## src/rtl/crom_loader_if.sv

```systemverilog
// Wishbone connection between the CROM loader (master) and the cartridge ROM slave port.
// Address bit 21 selects the ROM array; bits 1:0 select a control register otherwise.
interface crom_loader_if;
  logic [21:0] wb_adr_o;
  logic [7:0]  wb_dat_o;
  logic [7:0]  wb_dat_i;
  logic        wb_we_o;
  logic [0:0]  wb_sel_o;
  logic        wb_stb_o;
  logic        wb_cyc_o;
  logic        wb_ack_i;

  modport master (
    output wb_adr_o, wb_dat_o, wb_we_o, wb_sel_o, wb_stb_o, wb_cyc_o,
    input  wb_dat_i, wb_ack_i
  );

  modport slave (
    input  wb_adr_o, wb_dat_o, wb_we_o, wb_sel_o, wb_stb_o, wb_cyc_o,
    output wb_dat_i, wb_ack_i
  );
endinterface

```

## src/rtl/crom_loader.sv

```systemverilog
// Session loader: probes CROM capacity, streams an image into the ROM array,
// then writes the control byte and reads it back for verification.
module crom_loader #(
  parameter int TIMEOUT = 1024
) (
  input  logic          clk,
  input  logic          reset,
  input  logic          start,
  input  logic [21:0]   length,
  input  logic [7:0]    cfg,
  input  logic [7:0]    s_data,
  input  logic          s_valid,
  output logic          s_ready,
  output logic          busy,
  output logic          done,
  output logic [1:0]    err,
  crom_loader_if.master wb
);

  localparam int TW = $clog2(TIMEOUT + 1);

  localparam logic [21:0] ADR_CTRL  = 22'h000000;
  localparam logic [21:0] ADR_PROBE = 22'h000002;

  localparam logic [1:0] ERR_OK   = 2'b00;
  localparam logic [1:0] ERR_SIZE = 2'b01;
  localparam logic [1:0] ERR_TMO  = 2'b10;
  localparam logic [1:0] ERR_CMP  = 2'b11;

  typedef enum logic [2:0] {
    S_IDLE,
    S_PROBE,
    S_FETCH,
    S_WRITE,
    S_CFG_WR,
    S_CFG_RD,
    S_END
  } state_t;

  state_t        state_reg, state_next;
  logic          gap_reg, gap_next;
  logic [TW-1:0] tmo_reg, tmo_next;
  logic [21:0]   length_reg, length_next;
  logic [7:0]    cfg_reg, cfg_next;
  logic [20:0]   offset_reg, offset_next;
  logic [7:0]    byte_reg, byte_next;
  logic [1:0]    err_reg, err_next;

  logic          bus_state;
  logic          stb_on;
  logic          acked;
  logic          tmo_hit;
  logic [21:0]   capacity;
  logic [7:0]    cfg_wr;

  assign bus_state = (state_reg == S_PROBE) || (state_reg == S_WRITE) ||
                     (state_reg == S_CFG_WR) || (state_reg == S_CFG_RD);
  // gap_reg forces one idle strobe cycle between back-to-back bus accesses
  assign stb_on   = bus_state && !gap_reg;
  assign acked    = stb_on && wb.wb_ack_i;
  assign tmo_hit  = stb_on && !wb.wb_ack_i && (tmo_reg == TW'(TIMEOUT - 1));
  assign capacity = (22'(wb.wb_dat_i) + 22'd1) << 13;
  assign cfg_wr   = cfg_reg & 8'hFE;

  always_ff @(posedge clk) begin
    if (reset) begin
      state_reg  <= S_IDLE;
      gap_reg    <= 1'b0;
      tmo_reg    <= '0;
      length_reg <= '0;
      cfg_reg    <= '0;
      offset_reg <= '0;
      byte_reg   <= '0;
      err_reg    <= ERR_OK;
    end else begin
      state_reg  <= state_next;
      gap_reg    <= gap_next;
      tmo_reg    <= tmo_next;
      length_reg <= length_next;
      cfg_reg    <= cfg_next;
      offset_reg <= offset_next;
      byte_reg   <= byte_next;
      err_reg    <= err_next;
    end
  end

  always_comb begin
    state_next  = state_reg;
    gap_next    = 1'b0;
    tmo_next    = tmo_reg;
    length_next = length_reg;
    cfg_next    = cfg_reg;
    offset_next = offset_reg;
    byte_next   = byte_reg;
    err_next    = err_reg;

    if (stb_on) begin
      tmo_next = wb.wb_ack_i ? '0 : tmo_reg + 1'b1;
    end

    if (tmo_hit) begin
      err_next   = ERR_TMO;
      state_next = S_END;
    end else begin
      case (state_reg)
        S_IDLE: begin
          tmo_next = '0;
          if (start) begin
            length_next = length;
            cfg_next    = cfg;
            err_next    = ERR_OK;
            state_next  = S_PROBE;
          end
        end
        S_PROBE: begin
          if (acked) begin
            if (length_reg > capacity) begin
              err_next   = ERR_SIZE;
              state_next = S_END;
            end else if (length_reg == 22'd0) begin
              gap_next   = 1'b1;
              state_next = S_CFG_WR;
            end else begin
              offset_next = '0;
              state_next  = S_FETCH;
            end
          end
        end
        S_FETCH: begin
          tmo_next = '0;
          if (s_valid) begin
            byte_next  = s_data;
            state_next = S_WRITE;
          end
        end
        S_WRITE: begin
          if (acked) begin
            offset_next = offset_reg + 1'b1;
            if ((22'(offset_reg) + 22'd1) == length_reg) begin
              gap_next   = 1'b1;
              state_next = S_CFG_WR;
            end else begin
              state_next = S_FETCH;
            end
          end
        end
        S_CFG_WR: begin
          if (acked) begin
            gap_next   = 1'b1;
            state_next = S_CFG_RD;
          end
        end
        S_CFG_RD: begin
          if (acked) begin
            err_next   = (wb.wb_dat_i == cfg_wr) ? ERR_OK : ERR_CMP;
            state_next = S_END;
          end
        end
        S_END: begin
          state_next = S_IDLE;
        end
        default: begin
          state_next = S_IDLE;
        end
      endcase
    end
  end

  always_comb begin
    s_ready     = (state_reg == S_FETCH);
    busy        = (state_reg != S_IDLE) && (state_reg != S_END);
    done        = (state_reg == S_END);
    err         = err_reg;
    wb.wb_cyc_o = busy;
    wb.wb_stb_o = stb_on;
    wb.wb_sel_o = stb_on;
    wb.wb_we_o  = 1'b0;
    wb.wb_adr_o = '0;
    wb.wb_dat_o = '0;
    case (state_reg)
      S_PROBE: begin
        wb.wb_adr_o = ADR_PROBE;
      end
      S_WRITE: begin
        wb.wb_we_o  = 1'b1;
        wb.wb_adr_o = {1'b1, offset_reg};
        wb.wb_dat_o = byte_reg;
      end
      S_CFG_WR: begin
        wb.wb_we_o  = 1'b1;
        wb.wb_adr_o = ADR_CTRL;
        wb.wb_dat_o = cfg_wr;
      end
      S_CFG_RD: begin
        wb.wb_adr_o = ADR_CTRL;
      end
      default: begin
      end
    endcase
  end

endmodule

```

## src/flat_wrapper.sv

```systemverilog
// flat-port wrapper written by rule: the top's interface ports become plain ports
module crom_loader_flat 
#(
  parameter int TIMEOUT = 1024
)
  (clk, reset, start, length, cfg, s_data, s_valid, s_ready, busy, done, err, wb_wb_adr_o, wb_wb_dat_o, wb_wb_we_o, wb_wb_sel_o, wb_wb_stb_o, wb_wb_cyc_o, wb_wb_dat_i, wb_wb_ack_i);
  crom_loader_if wb_i ();
  input  logic clk;
  input  logic reset;
  input  logic start;
  input  logic [21:0] length;
  input  logic [7:0] cfg;
  input  logic [7:0] s_data;
  input  logic s_valid;
  output logic s_ready;
  output logic busy;
  output logic done;
  output logic [1:0] err;
  output wire logic [$bits(wb_i.wb_adr_o)-1:0] wb_wb_adr_o;
  output wire logic [$bits(wb_i.wb_dat_o)-1:0] wb_wb_dat_o;
  output wire logic [$bits(wb_i.wb_we_o)-1:0] wb_wb_we_o;
  output wire logic [$bits(wb_i.wb_sel_o)-1:0] wb_wb_sel_o;
  output wire logic [$bits(wb_i.wb_stb_o)-1:0] wb_wb_stb_o;
  output wire logic [$bits(wb_i.wb_cyc_o)-1:0] wb_wb_cyc_o;
  input wire logic [$bits(wb_i.wb_dat_i)-1:0] wb_wb_dat_i;
  input wire logic [$bits(wb_i.wb_ack_i)-1:0] wb_wb_ack_i;
  assign wb_wb_adr_o = wb_i.wb_adr_o;
  assign wb_wb_dat_o = wb_i.wb_dat_o;
  assign wb_wb_we_o = wb_i.wb_we_o;
  assign wb_wb_sel_o = wb_i.wb_sel_o;
  assign wb_wb_stb_o = wb_i.wb_stb_o;
  assign wb_wb_cyc_o = wb_i.wb_cyc_o;
  assign wb_i.wb_dat_i = wb_wb_dat_i;
  assign wb_i.wb_ack_i = wb_wb_ack_i;
  crom_loader #(.TIMEOUT(TIMEOUT)) u_core (.clk(clk), .reset(reset), .start(start), .length(length), .cfg(cfg), .s_data(s_data), .s_valid(s_valid), .s_ready(s_ready), .busy(busy), .done(done), .err(err), .wb(wb_i));
endmodule
```

## config.mk

```make
export PLATFORM = sky130hd
export DESIGN_NAME = crom_loader_flat
export DESIGN_NICKNAME = d
export VERILOG_FILES = /design/src/rtl/crom_loader_if.sv /design/src/rtl/crom_loader.sv /design/src/flat_wrapper.sv
export SDC_FILE = /design/constraint.sdc
export NUM_CORES = 1
export LEC_CHECK = 0
export CAP_MARGIN = 20
export CORE_MARGIN = 1.5
export CORE_UTILIZATION = 50
export DETAILED_ROUTE_END_ITERATION = 7
export GPL_ROUTABILITY_DRIVEN = 0
export GPL_TIMING_DRIVEN = 0
export HOLD_SLACK_MARGIN = 0.06
export PLACE_DENSITY = 0.77
export SYNTH_ARGS = -nofsm -noshare
export SYNTH_HDL_FRONTEND = slang
export SYNTH_SLANG_ARGS = --single-unit
```

## constraint.sdc

```tcl
create_clock -name clk -period 3.75 [get_ports clk]
set_input_delay 0.5625 -clock clk [delete_from_list [all_inputs] [get_ports clk]]
set_output_delay 0.5625 -clock clk [all_outputs]
set_load 0.01 [all_outputs]
```

==> impl_results.md <==
* Ports at 90
* Hold Vio Cnt, Final at 0
* Hold/Removal Path Class: flip-flop to flip-flop
* Routed Antenna Nets at 0
* Chip width at 100 µm
* CTS Buffer Depth at 2
* Post-Route WL at 14,100 µm
* Area leader, netlist: dfxtp_1
* Crit share post-route at a little over nine tenths
* N_diodes at 0
* Synth unique cells at 61
* P_leak at 2.14 nW
* Detailed Route Iter0 Violations at 426
* CTS buffer count at 9
* Grt ovf at 0
* Skew final at ~0.012 ns
* Core Area at 9200 µm²
* Synthesized area at between 4000 and 5000 µm²
* Max-cap violations at 0
* WP data required at 3.97 ns
* EDFF count, synth at 0
* Async set-reset flop share out of synthesis at 0%
* Die area at 9990 µm²
* Clock latency on the worst-skew pair at 0.35 ns
* H-tree depth at 3
* Commonest cells post-synth: 116 x nand2_1, 75 x dfxtp_1, 63 x a21oi_1, 42 x nor2_1, 34 x clkbuf_1
* Share of the synthesized area in the top cell type at between 30% and 40%
* Max reg flops at 22
* Setup violators final at 0
* Worst Hold Slack at 0.461 ns
* PnR worst setup slack at 0.206 ns
* First-pass GRT wire length at 22,500 µm
* Hold_buf cts at 0
* CTS tree: yes
* Sequential element share of the synthesized area at 31.9%
* Initial core utilization at between 50% and 60%
* Pre-CTS WS at -0.543 ns
* Hpwl dp at 10,700 µm
* Flops & latches, synth at 75
* Most frequent cell after synthesis: nand2_1
* Power per cell area at roughly 370 nW/µm²
* Initial antenna violation count at 0
* Status: finished clean
* Drt wl/cell at between 15 and 20 µm
* Final Net Count at slightly below 800
* Main area contributors after synthesis: dfxtp_1 32%, nand2_1 9.3%, a21oi_1 6.7%
* Filler cell count at slightly above 800
* Post-Synthesis Cells at around 630
* CTS sink cnt at 75
* Non-filler instance count after layout at approximately 840
* Startpoint Class: input port
* # DRC at 0
* Area Growth Syn to Fin at 26.4%
* Max-slew headroom at 56.4%
* Via count at 5,041
* Pin count of the biggest net entering global routing at 14
* Worst Tran Pin Value at 0.650 ns
* Clock Pin Slew Worst Setup and Hold Paths at 0.09 ns
* Ys flop type: dfxtp_1
* Post-layout util at 64.6%
* Die Y-Extent at about 100 µm
* Final Max Tran Viols at 0
* 1st-pass router iterations at 5
* Cells after DPL at 827
* Final Critical Period at around 3.5 ns
* Rows at 35
* YS warnings at 0
* Critical Setup Path Class: input port to flip-flop
* Root Driver: clkbuf_8
* Critical path endpoint category: flip-flop
* Vias per Instance at around 6
* VDD IR max at 0.219 mV
* IO buf count at 88
* Max Fclk at 0.282 GHz
* Avg Cell Area, Syn at 7.48 µm²
* Vias in the first global route at around 4,600
* CP max FO at 10
* Post-synth net total at 691
* Proportion of layout cells with a drive suffix above 1 at between 5 and 6%
* Arr. time, crit path at 3.76 ns
* GRT Total Usage at 28.2%
* RSZ-0062 raised after global routing: no
-- where the power goes --
| group | leakage, nW | switching, mW | internal (mW) | total, mW |
|---|---|---|---|---|
| Sequential | 0.609 | 0.0650 | 0.842 | 0.907 |
| Combinational | 1.42 | 0.314 | 0.236 | 0.550 |
| Clock | 0.108 | 0.323 | 0.393 | 0.715 |
| Total | 2.14 | 0.701 | 1.47 | 2.17 |
-- critical path, cell delays in order --
cell,delay (ns)
clkdlybuf4s50_1,0.55
ha_1,0.21
nand3_1,0.13
nor2_1,0.21
xnor2_1,0.15
ha_1,0.27
a21oi_1,0.15
nor2_1,0.05
a211oi_1,0.27
a21oi_2,0.12
nor2_1,0.18
o211a_1,0.40
or2_2,0.33
a31oi_1,0.14
-- layer usage --
layer | GRT usage, % | vias to the layer above | wire length [µm]
li1 | - | 2434 | -
met1 | 37.5 | 2333 | 5960
met2 | 46.7 | 235 | 6720
met3 | 4.60 | 39 | 988
met4 | 9.75 | 0 | 425
met5 | 0 | - | 0
-- metrics by stage --
step / setup TNS (ns) / total power [mW] / area (µm²)
after floorplan: 0 / 1.24 / 4700
after global placement: -4.09 / 1.44 / 5720
after detailed placement: -5.31 / 1.46 / 5720
after CTS: 0 / 2.17 / 5940
after global routing: 0 / 2.27 / 5940
final: 0 / 2.17 / 5940
-- placed cells by master (no fill, tap or decap), types with 8 or more instances in the layout --
cell	count
a21oi_1	62
a22o_1	8
a311oi_1	8
a31oi_1	12
and3_1	26
buf_4	8
clkbuf_1	32
clkbuf_8	10
clkdlybuf4s50_1	88
dfxtp_1	75
ha_1	12
nand2_1	116
nand3_1	18
nand4_1	17
nor2_1	42
nor3_1	17
nor4_1	13
o21ai_0	13
xnor2_1	23
xor2_1	22
-- worst paths after layout --
path | start | to | slack, ns | cells past startpoint
setup / recovery | wb_wb_dat_i[0] | u_core.offset_reg[8] | 0.21 | 14
hold / removal | u_core.byte_reg[7] | u_core.byte_reg[7] | 0.46 | 2
setup reg to reg | u_core.offset_reg[1] | u_core.gap_reg | 0.22 | 9
hold reg to reg | u_core.byte_reg[7] | u_core.byte_reg[7] | 0.46 | 2
-- logic make-up (layout without fill, tap and decap cells) --
group / Yosys count / in the layout / share of synthesized area (%)
XOR/XNOR: 45 / 45 / 8.39
buffers and inverters: 60 / 162 / 5.62
multiplexers: 3 / 3 / 0.639
AND/OR/NAND/NOR: 294 / 294 / 31.2
flip-flops: 75 / 75 / 31.9
AO/OA/AOI/OAI: 139 / 139 / 19.0
adder cells (fa/ha/maj): 12 / 12 / 3.19
-- layout make-up --
class                           count  area (µm²)  area share (%)
Sequential cell                    75        1500            25.3
Multi-Input combinational cell    493        2940            49.4
Inverter                            8        30.0           0.505
Clock inverter                      6        88.8            1.50
Tap cell                          111         139            2.34
Timing Repair Buffer               88         881            14.8
Buffer                             50         226            3.81
Clock buffer                       10         138            2.32
-- what timing repair did --
item / in CTS / in global routing
setup buffers: 0 / 0
resized for setup: 0 / 1
endpoints found under the hold margin: 0 / 0
endpoints found under the setup margin: 8 / 10
No activity file was read; power rests on OpenSTA's default activity.
